--- src/rtl/frame_sequencer.sv ---
// frame_sequencer: divides clk into sequencer steps and emits registered
// one-cycle quarter-frame and half-frame ticks plus a level frame IRQ.
//
// Ports:
//   clk           system clock, all logic on posedge
//   iReset_n      synchronous active-low reset
//   iWrite        register write strobe, latches iMode / iIrq_inhibit
//   iMode         0 = 4-step, 1 = 5-step (sampled with iWrite)
//   iIrq_inhibit  1 = frame IRQ disabled (sampled with iWrite)
//   iIrq_ack      single-cycle IRQ clear
//   oQuarter_clk  one-cycle envelope tick
//   oHalf_clk     one-cycle length/sweep tick (drives iSweep_clk)
//   oIrq          frame IRQ flag
//   oStep         index of the next step to fire (0..4)
//
// Optional macro FRAME_IMMEDIATE_CLK_EN: a write with iMode=1 also emits
// quarter and half ticks in the cycle following the write edge.
module frame_sequencer #(
    parameter int STEP_DIV = 7457,
    parameter int DIV_W    = 13
) (
    input  logic       clk,
    input  logic       iReset_n,
    input  logic       iWrite,
    input  logic       iMode,
    input  logic       iIrq_inhibit,
    input  logic       iIrq_ack,
    output logic       oQuarter_clk,
    output logic       oHalf_clk,
    output logic       oIrq,
    output logic [2:0] oStep
);

    typedef enum logic [2:0] {
        STEP0 = 3'd0,
        STEP1 = 3'd1,
        STEP2 = 3'd2,
        STEP3 = 3'd3,
        STEP4 = 3'd4
    } step_e;

    logic [DIV_W-1:0] prescaler_q;
    step_e            step_q;
    step_e            step_d;
    logic             mode_q;
    logic             inhibit_q;
    logic             quarter_q;
    logic             half_q;
    logic             irq_q;

    logic             step_tick;
    logic             quarter_d;
    logic             half_d;
    logic             irq_set_d;

    assign step_tick = (prescaler_q == DIV_W'(STEP_DIV - 1));

    // Decode of what the current step emits when its tick arrives.
    always_comb begin
        step_d    = STEP0;
        quarter_d = 1'b0;
        half_d    = 1'b0;
        irq_set_d = 1'b0;
        case (step_q)
            STEP0: begin
                quarter_d = 1'b1;
                step_d    = STEP1;
            end
            STEP1: begin
                quarter_d = 1'b1;
                half_d    = 1'b1;
                step_d    = STEP2;
            end
            STEP2: begin
                quarter_d = 1'b1;
                step_d    = STEP3;
            end
            STEP3: begin
                if (mode_q) begin
                    // 5-step mode: step3 is silent
                    step_d = STEP4;
                end else begin
                    quarter_d = 1'b1;
                    half_d    = 1'b1;
                    irq_set_d = ~inhibit_q;
                    step_d    = STEP0;
                end
            end
            STEP4: begin
                quarter_d = 1'b1;
                half_d    = 1'b1;
                step_d    = STEP0;
            end
            default: begin
                step_d = STEP0;
            end
        endcase
    end

    always_ff @(posedge clk) begin
        if (!iReset_n) begin
            prescaler_q <= '0;
            step_q      <= STEP0;
            mode_q      <= 1'b0;
            inhibit_q   <= 1'b0;
            quarter_q   <= 1'b0;
            half_q      <= 1'b0;
            irq_q       <= 1'b0;
        end else if (iWrite) begin
            // A write restarts the sequence; any coincident tick is dropped.
            prescaler_q <= '0;
            step_q      <= STEP0;
            mode_q      <= iMode;
            inhibit_q   <= iIrq_inhibit;
`ifdef FRAME_IMMEDIATE_CLK_EN
            quarter_q   <= iMode;
            half_q      <= iMode;
`else
            quarter_q   <= 1'b0;
            half_q      <= 1'b0;
`endif
            if (iIrq_inhibit || iIrq_ack) begin
                irq_q <= 1'b0;
            end
        end else begin
            if (step_tick) begin
                prescaler_q <= '0;
                step_q      <= step_d;
                quarter_q   <= quarter_d;
                half_q      <= half_d;
            end else begin
                prescaler_q <= prescaler_q + DIV_W'(1);
                quarter_q   <= 1'b0;
                half_q      <= 1'b0;
            end
            // Set has priority over a simultaneous acknowledge.
            if (step_tick && irq_set_d) begin
                irq_q <= 1'b1;
            end else if (iIrq_ack) begin
                irq_q <= 1'b0;
            end
        end
    end

    assign oQuarter_clk = quarter_q;
    assign oHalf_clk    = half_q;
    assign oIrq         = irq_q;
    assign oStep        = step_q;

endmodule

--- config.mk ---
export PLATFORM = sky130hd
export DESIGN_NAME = frame_sequencer
export DESIGN_NICKNAME = d
export VERILOG_FILES = /design/src/rtl/frame_sequencer.sv
export SDC_FILE = /design/constraint.sdc
export NUM_CORES = 1
export LEC_CHECK = 0
export CORE_MARGIN = 2
export CORE_UTILIZATION = 56
export DETAILED_ROUTE_END_ITERATION = 7
export PLACE_DENSITY = 0.8
export SLEW_MARGIN = 15
export SYNTH_ARGS = -nofsm -noshare
export SYNTH_HDL_FRONTEND = slang
export SYNTH_SLANG_ARGS = --single-unit
--- constraint.sdc ---
create_clock -name clk -period 3 [get_ports clk]
set_clock_uncertainty 0.2 [all_clocks]
set_input_delay 0.9 -clock clk [delete_from_list [all_inputs] [get_ports clk]]
set_output_delay 0.9 -clock clk [all_outputs]
set_load 0.05 [all_outputs]
# Yosys cells after proc, flatten, opt, wreduce, memory -nomap -nowiden
# Index checks and enable logic that the tools add are counted.
# W data, S select, Z words.
# totals
out_inout_bits	6
word_cells	38
inputBits	6
reg_bits	21
# op_classes
n_bitwise	3
muxes	11
n_reduce_logical	10
add_sub_neg	1
n_eq_ne	6
# ops
operator	count
$add A13 B1 Y13 const B	1
$eq A13 B13 Y1 const B	1
$pmux W3 S4	1
$mux W1	7
$eq A3 B2 Y1 const B	2
$reduce_or A3 Y1	2
$pmux W1 S2	2
$reduce_or A2 Y1	2
$reduce_or A4 Y1	1
$eq A3 B1 Y1 const B	1
$eq A3 B3 Y1 const B	1
$logic_not A3 Y1	1
$mux W3	1
$not A1 Y1	3
$reduce_bool A3 Y1	1
$ne A2 B1 Y1 const B	1
$reduce_and A2 Y1	1
$logic_and A1 B1 Y1	1
$logic_or A1 B1 Y1	1

# Longest topological paths before layout
# Gate-level depths: netlist of the first run.
# depth
word_depth	6
depth_mapped	7
depth_no_buf	6

# Worst setup path before layout of the first run
# OpenSTA, ideal clock, no wires.
# synth_path
path_kind	input to register
startpoint	input iWrite
endpoint	register prescaler_q[12]
required_ps	2672
cell_stages	4
setup_ps	128
t_arrival_ps	1572
path_slack_ps	1101
path_buffers	1
path_cell_list	nand2b_1 nand2b_1 clkbuf_1 nor2_1
# synth_via
elab_chain_cells	1
# synth_lines
element	line	source
from (decl)	24	input logic iWrite,
$reduce_or A3 Y1 (no line)	-	
to (signal assigned)	132	prescaler_q <= prescaler_q + DIV_W'(1);
to (decl)	42	logic [DIV_W-1:0] prescaler_q;
# No other way between the ends.
# A chain may end at the register's enable or synchronous reset.

# Worst setup path in the final report of the first run
# layout_path
startpoint	register step_q[2], in the netlist oStep[2]
endpoint	output oStep[2]
# layout_rtl
element	line	source
from (decl)	43	step_e step_q;
from (signal assigned)	128	step_q <= step_d;
to (decl)	31	output logic [2:0] oStep
# No word-level cell between the ends.

==> metrics, run 1 <==
run status=finished clean; port bufs=11; Startpoint Class=flop; hold_sp=inhibit_q$_SDFFE_PN0P_; die height=44.3 µm; cts bufs inserted=3; Setup violations, final=0; # diodes=0; vias in the first global route=607; fmax=366 MHz; Synthesis Warnings=0; full die area=1960 µm²; DP HPWL=1.07 mm; # IOs=12; Hold Fails Final Rpt=0; GP Congestion=0.783; library cells used by synthesis=28; hold endpoint=inhibit_q$_SDFFE_PN0P_; Hold Path Class=flop to flop; r2r endpoint=oStep[1]$_SDFFE_PP0N_; R2R Path Start=prescaler_q[0]$_SDFF_PP0_; register bit total from synthesis=21; mux contribution to synthesized area=0.0220; post-synthesis sequential area ratio=0.462; NetSw=88.2 µW; total of max-cap violations=0; crit path capture type=output pin; Post-synth EDFFs=0; DRT Pass-1 Iters=4; Crit Path Class=flop to output pin; Synth Area in Adders=0.0275; largest family of logic cells by synthesized area=simple AND/OR/NAND/NOR gates; cts repair resizes=0; Routed Wire Length=1.53 mm; worst slew pin tran=493 ps; Slew Limit Fails=0; Final nets=124; fraction of layout cells with a size suffix above 1=0.0435; Initial Util=0.604; first-pass GRT wire length=2.59 mm; Cell Pwr Density=406 nW/µm²; post-synthesis xor/xnor area fraction=0.106; Hold WS=297 ps; FFs w/ async S/R, synth=0; reg2reg path depth=6; average cell area after synthesis=9.01 µm²; prevailing post-synth register cell=dfxtp_1; max incr delay on CP=860 ps; setup slack, reg-to-reg=1130 ps; Finished Layout Cells=131; Via density=5.44; post-synthesis compound-gate area fraction=0.0536; Mapped Nets=109; placed insts=127; Top delay family on crit path=buffers and inverters; Clock Latency Late Sink=300 ps; antenna violations before repair=0; Core Region=1510 µm²; drc violations=0; CP cell instances=clkdlybuf4s50_1; setup bufs post-CTS=0; Layout area overhead=16.8%; Reg clk slew, reported paths=110 ps; Critical Path AT=1630 ps; Fin Setup TNS=0 ps; Slew HR=0.671; CP required=1900 ps; Int Pwr=343 µW; Net Sw Frac=0.204; Synth Area in Simple Gates=0.304; CTS sink cnt=21; largest net degree at the start of global routing=14; TritonCTS clock tree=yes; Row Count=14; Die X=44.3 µm; RSZ-0062 raised after global routing=no; Sequential Power Share=0.659; clock power share=0.299; final antenna-violating net count=0; combinational fraction of design power=0.043; H-tree Lvls=1; leakage power=0.342 nW; Initial DRC Count=12; worst-path fanout max=9; hold-fix buffers at CTS=0; Clock Root Buffer=clkbuf_4; Synth Instances=101; crit path buf inv count=1; cell area after synthesis=910 µm²; Tmin final=2730 ps; Hold Crit Depth=2; fillcell total=128; peak supply drop=0.352 mV; Tcrit/Tclk final=0.911; GRT Residual Overflow=0; wire length per cell=11.6 µm; highest-delay cell along the critical path=clkdlybuf4s50_1; Tot GR Track Use=0.186; Via Count=712; clock buffer depth=2
## layout make-up
type / instances / area, µm² / area share
clock buffers: 4 / 26.3 / 0.0247
multi-input cells: 74 / 467 / 0.439
repair buffers: 11 / 110 / 0.104
well taps: 16 / 20.0 / 0.0188
inverters: 5 / 18.8 / 0.0177
flip-flops and latches: 21 / 420 / 0.396
## flip-flops by register name, summed over array words and instances, names as in the netlist
register	cells
prescaler_q	13
oIrq	1
mode_q	1
oHalf_clk	1
oStep	3
oQuarter_clk	1
inhibit_q	1
## worst max path at each step
| stage | startpoint | end | slack (ps) | depth (start not counted) |
|---|---|---|---|---|
| after CTS | oStep[2]$_SDFFE_PP0N_ | oStep[2] | 260 | 1 |
| after global routing | oStep[2]$_SDFFE_PP0N_ | oStep[2] | 170 | 1 |
| after global placement | iWrite | prescaler_q[9]$_SDFF_PP0_ | 470 | 4 |
| final | oStep[2]$_SDFFE_PP0N_ | oStep[2] | 270 | 1 |
| after floorplan | iWrite | prescaler_q[12]$_SDFF_PP0_ | 1100 | 4 |
| after detailed placement | iWrite | prescaler_q[12]$_SDFF_PP0_ | 440 | 4 |
## Yosys cell counts, types with 2 or more instances
cell / count / area, µm²
ha_1: 2 / 25.0
o21ai_1: 2 / 10.0
a21oi_1: 3 / 15.0
dfxtp_1: 21 / 420
nand2_1: 6 / 22.5
nand4_1: 3 / 18.8
nand2b_1: 3 / 18.8
nor2b_1: 2 / 12.5
inv_1: 5 / 18.8
nor4_1: 3 / 18.8
xnor2_1: 7 / 61.3
nor3_1: 3 / 15.0
nor2_1: 18 / 67.6
mux2i_1: 2 / 20.0
nand3_1: 4 / 20.0
xor2_1: 4 / 35.0
and4_1: 2 / 17.5
## power by group through the flow
stage	Clock [mW]	Combinational [mW]	Sequential [mW]
floorplan	0	0.00926	0.290
global placement	0	0.0181	0.291
finish	0.129	0.0184	0.284
detailed placement	0	0.0182	0.291
global route	0.148	0.0206	0.285
CTS	0.134	0.0185	0.284
## kinds of logic after synthesis
group                      after synthesis
DFF                                     21
xor gates and xnor gates                11
adders and majority gates                2
and+or+nand+nor                         51
buffers and inverters                    6
muxes                                    2
AOI/OAI and AO/OA                        8
## layer usage
metal	share of wire	track usage
met1	0.46	0.225
met3	0.045	0.0490
met5	0	0
met4	0.018	0.109
met2	0.47	0.297
## cell usage in the layout (no fill, tap or decap), types with 3 or more instances in the layout
cell type	n
nand2b_1	3
nor3_1	3
nand3_1	4
xnor2_1	7
dfxtp_1	21
clkbuf_4	3
inv_1	5
nor2_1	18
a21oi_1	3
xor2_1	4
nor4_1	3
nand4_1	3
nand2_1	6
clkdlybuf4s50_1	11
## through the flow
| step | power, mW | utilization | worst slack, ps | cell area, µm² |
|---|---|---|---|---|
| finish | 0.432 | 0.705 | 267 | 1060 |
| global route | 0.454 | 0.705 | 174 | 1060 |
| CTS | 0.437 | 0.705 | 255 | 1060 |
| detailed placement | 0.309 | 0.688 | 445 | 1040 |
| global placement | 0.309 | 0.688 | 474 | 1040 |
| floorplan | 0.299 | - | 1100 | 910 |
Note: power is estimated with default switching activity, not from simulation.
==> run 2, diff against run 1 <==
Settings changed: CTS_CLUSTER_DIAMETER set to 30, SLEW_MARGIN 15 to 20.
==> results of run 2 <==
Final layout, timing and power as in run 1 (identical DEF).
==> patch 1 (flow settings as in run 2) <==
Reset style: asynchronous (`iReset_n`), changed in one clocked block. Comments in the files are not updated.
--- a/src/rtl/frame_sequencer.sv
+++ b/src/rtl/frame_sequencer.sv
@@ -97,7 +97,7 @@
         endcase
     end
 
-    always_ff @(posedge clk) begin
+    always_ff @(posedge clk or negedge iReset_n) begin
         if (!iReset_n) begin
             prescaler_q <= '0;
             step_q      <= STEP0;
Function: same outputs for any inputs over 10 cycles, from zero or initial values and one cycle with iReset_n low; that may be too few to reach the edited logic, so the function may still have changed.
==> patch 1 against run 2 <==
Power grew 7.8%. Area after synthesis grew 18%. Worst setup slack lost 46 ps. Core utilization shrank 0.16 points. Combinational power grew 68%. Final area grew 17%. Wire length grew 41%. Global-route usage grew 3.8 points. Sequential cell count is the same.
==> patch 1: results <==
[setup_path]
reg2reg_slack_ps = 1210
cp.arrival_ps = 1680
rr_worst_depth = 4
r2r-start = prescaler_q[0]
cp_max_fo = 8
startpoint = oStep[2]

[synth]
synth_cell_types = 34
synthTopCellsByArea = dfrtp_1, a21oi_1, o21ai_0
async_reset_ff_frac = 1.00
synth_warnings = 0
syn-num-nets = 109
yosysSeqAreaShare = 0.490

[grt]
grt_first_pass_wirelength_um = 3480
grt_max_degree = 22
use_met3 = 0.0453
grt_usage = 0.224
met1_usage = 0.291
grtUsageMet2 = 0.360
grt_pass1_vias = 810

[routing]
num_vias = 837
drt_iter0_markers = 19
wire_per_inst_um = 15.3

[place]
gp_congestion = 0.758
dp_hpwl_um = 1560

[final_layout]
regMostFlops = prescaler_q
largest_register_ffs = 13
layout-drive-gt1-share = 0.121
layout.nets = 125
antenna_cells = 0
fin_cells = 141
fill_cells = 141

[sta]
holdWs_ps = 338
tightest_slew_ps = 509

[worst_hold_path]
worstHoldStart = oIrq

[power]
ir_drop_mv = 0.249
p_leak_uw = 0.000512

[clock_network]
cts_made_buffers = 3

[floorplan]
rows = 15

[run_status]
status = finished, final reports clean
## patch 1: cell count changes in the layout (fill, tap and decap cells not counted), sizes merged, moves of 4 or more
cell,before,now
o21ai,2,6
or4,0,4
xnor2,7,2
dfrtp,0,21
dfxtp,21,0
nor4,4,0
a21oi,3,9
o31ai,0,4
nor2,18,6
## patch 1: worst paths after layout
| kind | end |
|---|---|
| worst max-delay path | oStep[2] |
| worst min-delay path | oIrq |
| worst max register to register | prescaler_q[10] |
| worst min register to register | oIrq |
| max in group asynchronous | oStep[0] |
| min in group asynchronous | prescaler_q[10] |
## patch 1: metrics by stage
step           cell area, um^2  worst slack, ps
2_1_floorplan             1070             1040
3_3_place_gp              1210              605
3_5_place_dp              1210              574
4_1_cts                   1240              224
5_1_grt                   1240              169
6_report                  1240              222
## patch 1: layout make-up
class,instances,area share
sequential,21,0.423
multi-input combinational,73,0.414
clock buffer,4,0.0212
inverter,5,0.0151
timing repair buffer,13,0.101
tap,25,0.0252
## patch 1: power breakdown
group          leakage [uW]  internal, uW  switching, uW
combinational      0.000211          14.6           16.3
clock             0.0000150          51.9           86.6
sequential         0.000287           289           7.20
total              0.000512           355            110
## patch 1: layer usage
layer / vias to the layer above / wire length (um)
li1: 411 / -
met1: 403 / 992
met2: 18 / 1030
met3: 5 / 97
met4: 0 / 31
met5: - / 0
## patch 1: cell families (layout without fill, tap and decap cells)
family | count (synthesis) | count (layout) | synth area share
AND/OR/NAND/NOR | 40 | 40 | 0.248
XOR/XNOR | 3 | 3 | 0.0245
buffers and inverters | 7 | 22 | 0.0315
adder cells (fa/ha/maj) | 2 | 2 | 0.0233
multiplexers | 3 | 3 | 0.0303
flip-flops | 21 | 21 | 0.490
AO/OA/AOI/OAI | 25 | 25 | 0.153
==> patch 2 (config.mk and constraints of run 2) <==
Made on the original files. The option `FRAME_IMMEDIATE_CLK_EN` is turned on by a define.
--- a/src/rtl/frame_sequencer.sv
+++ b/src/rtl/frame_sequencer.sv
@@ -15,6 +15,8 @@
 //
 // Optional macro FRAME_IMMEDIATE_CLK_EN: a write with iMode=1 also emits
 // quarter and half ticks in the cycle following the write edge.
+`define FRAME_IMMEDIATE_CLK_EN
+
 module frame_sequencer #(
     parameter int STEP_DIV = 7457,
     parameter int DIV_W    = 13
Behaviour: not the same (a bounded check fails within 4 cycles, from zero or initial values and one cycle with iReset_n low).
==> patch 2 against run 2 <==
Highest routed layer unchanged. First-iteration DRC count grew 83%. Final area grew 0.47%. Critical path type unchanged. Largest cell class unchanged. Sequential cell count is the same. Wire length grew 6.6%. Power grew 2.5%. Worst setup slack lost 47 ps. Combinational power grew 44%. Area after synthesis grew 1.5%. Global-route usage grew 0.57 points.
==> patch 2: results <==
[grt]
grt_first_pass_wirelength_um = 2770
grt_pass1_vias = 660
grt_usage = 0.192
grt_max_degree = 13
antenna_found_initial = 0

[synth]
syn-num-nets = 117
synth_cell_types = 26
yosys-top-cells-count = dfxtp_1, nor2_1, nand2_1, xnor2_1, nand3_1
synth_warnings = 0
synthTopCellsByArea = dfxtp_1, xnor2_1, nor2_1
yosysSeqAreaShare = 0.455

[setup_path]
cp.arrival_ps = 1680
crit_family = buffers and inverters
max_stage_delay_ps = 860

[clock_network]
cts_root_buf = clkbuf_4
cts_setup_buffers = 0
cts_buffer_depth = 2
htree_levels = 1
cts-resized-gates = 0

[place]
gp_congestion = 0.810
detailedPlace.worstSlack_ps = 416
dp_hpwl_um = 1240
placed_cell_area_mm2 = 0.00104

[final_layout]
antenna_cells = 0
layout.nets = 130
layout-drive-gt1-share = 0.0331
regMostFlops = prescaler_q

[sta]
relSlewSlack = 0.669

[power]
p_leak_uw = 0.000342
ir_drop_mv = 0.302

[routing]
drt-total-wl_um = 1630
drt_iter0_markers = 22
vias_per_cell = 5.60

[run_status]
status = finished, final reports clean
[patch 2: cells by family after synthesis]
group	Yosys count	share of synthesized area
simple gates	55	0.293
flops	21	0.455
compound gates	12	0.0854
xor+xnor	11	0.104
buf+inv	8	0.0352
fa+ha+maj	2	0.0271
[patch 2: stage by stage]
stage,utilization,cells
finish,0.700,137
global route,0.700,137
CTS,0.700,137
detailed placement,0.682,133
global placement,0.682,133
floorplan,-,109
[patch 2: area by class of cell]
class	instances	area (um^2)
inverter	5	18.8
clock inverter	1	5.00
clock buffer	3	22.5
timing repair buffer	11	110
multi-input combinational	80	470
fill	124	457
tap	16	20.0
sequential	21	420
[patch 2: power by group]
| part | internal [uW] | total [uW] | leakage (uW) | switching, uW |
|---|---|---|---|---|
| combinational | 12.4 | 26.5 | 0.000155 | 14.1 |
| clock | 49.7 | 131 | 0.0000177 | 81.1 |
| sequential | 283 | 285 | 0.000170 | 2.69 |
| total | 345 | 443 | 0.000342 | 97.9 |
[patch 2: metal layers]
layer,up-vias,wire length [um],GRT usage
met3,2,87,0.0735
li1,399,-,-
met2,20,695,0.270
met4,0,13,0.0545
met1,346,830,0.272
met5,-,0,0
[patch 2: final timing paths]
check	from	to	slack [ps]	cells after the start
max	oStep[2]	oStep[2]	220	1
min	prescaler_q[0]	prescaler_q[0]	270	1
max reg2reg	prescaler_q[9]	oStep[1]	740	4
min reg2reg	prescaler_q[0]	prescaler_q[0]	270	1
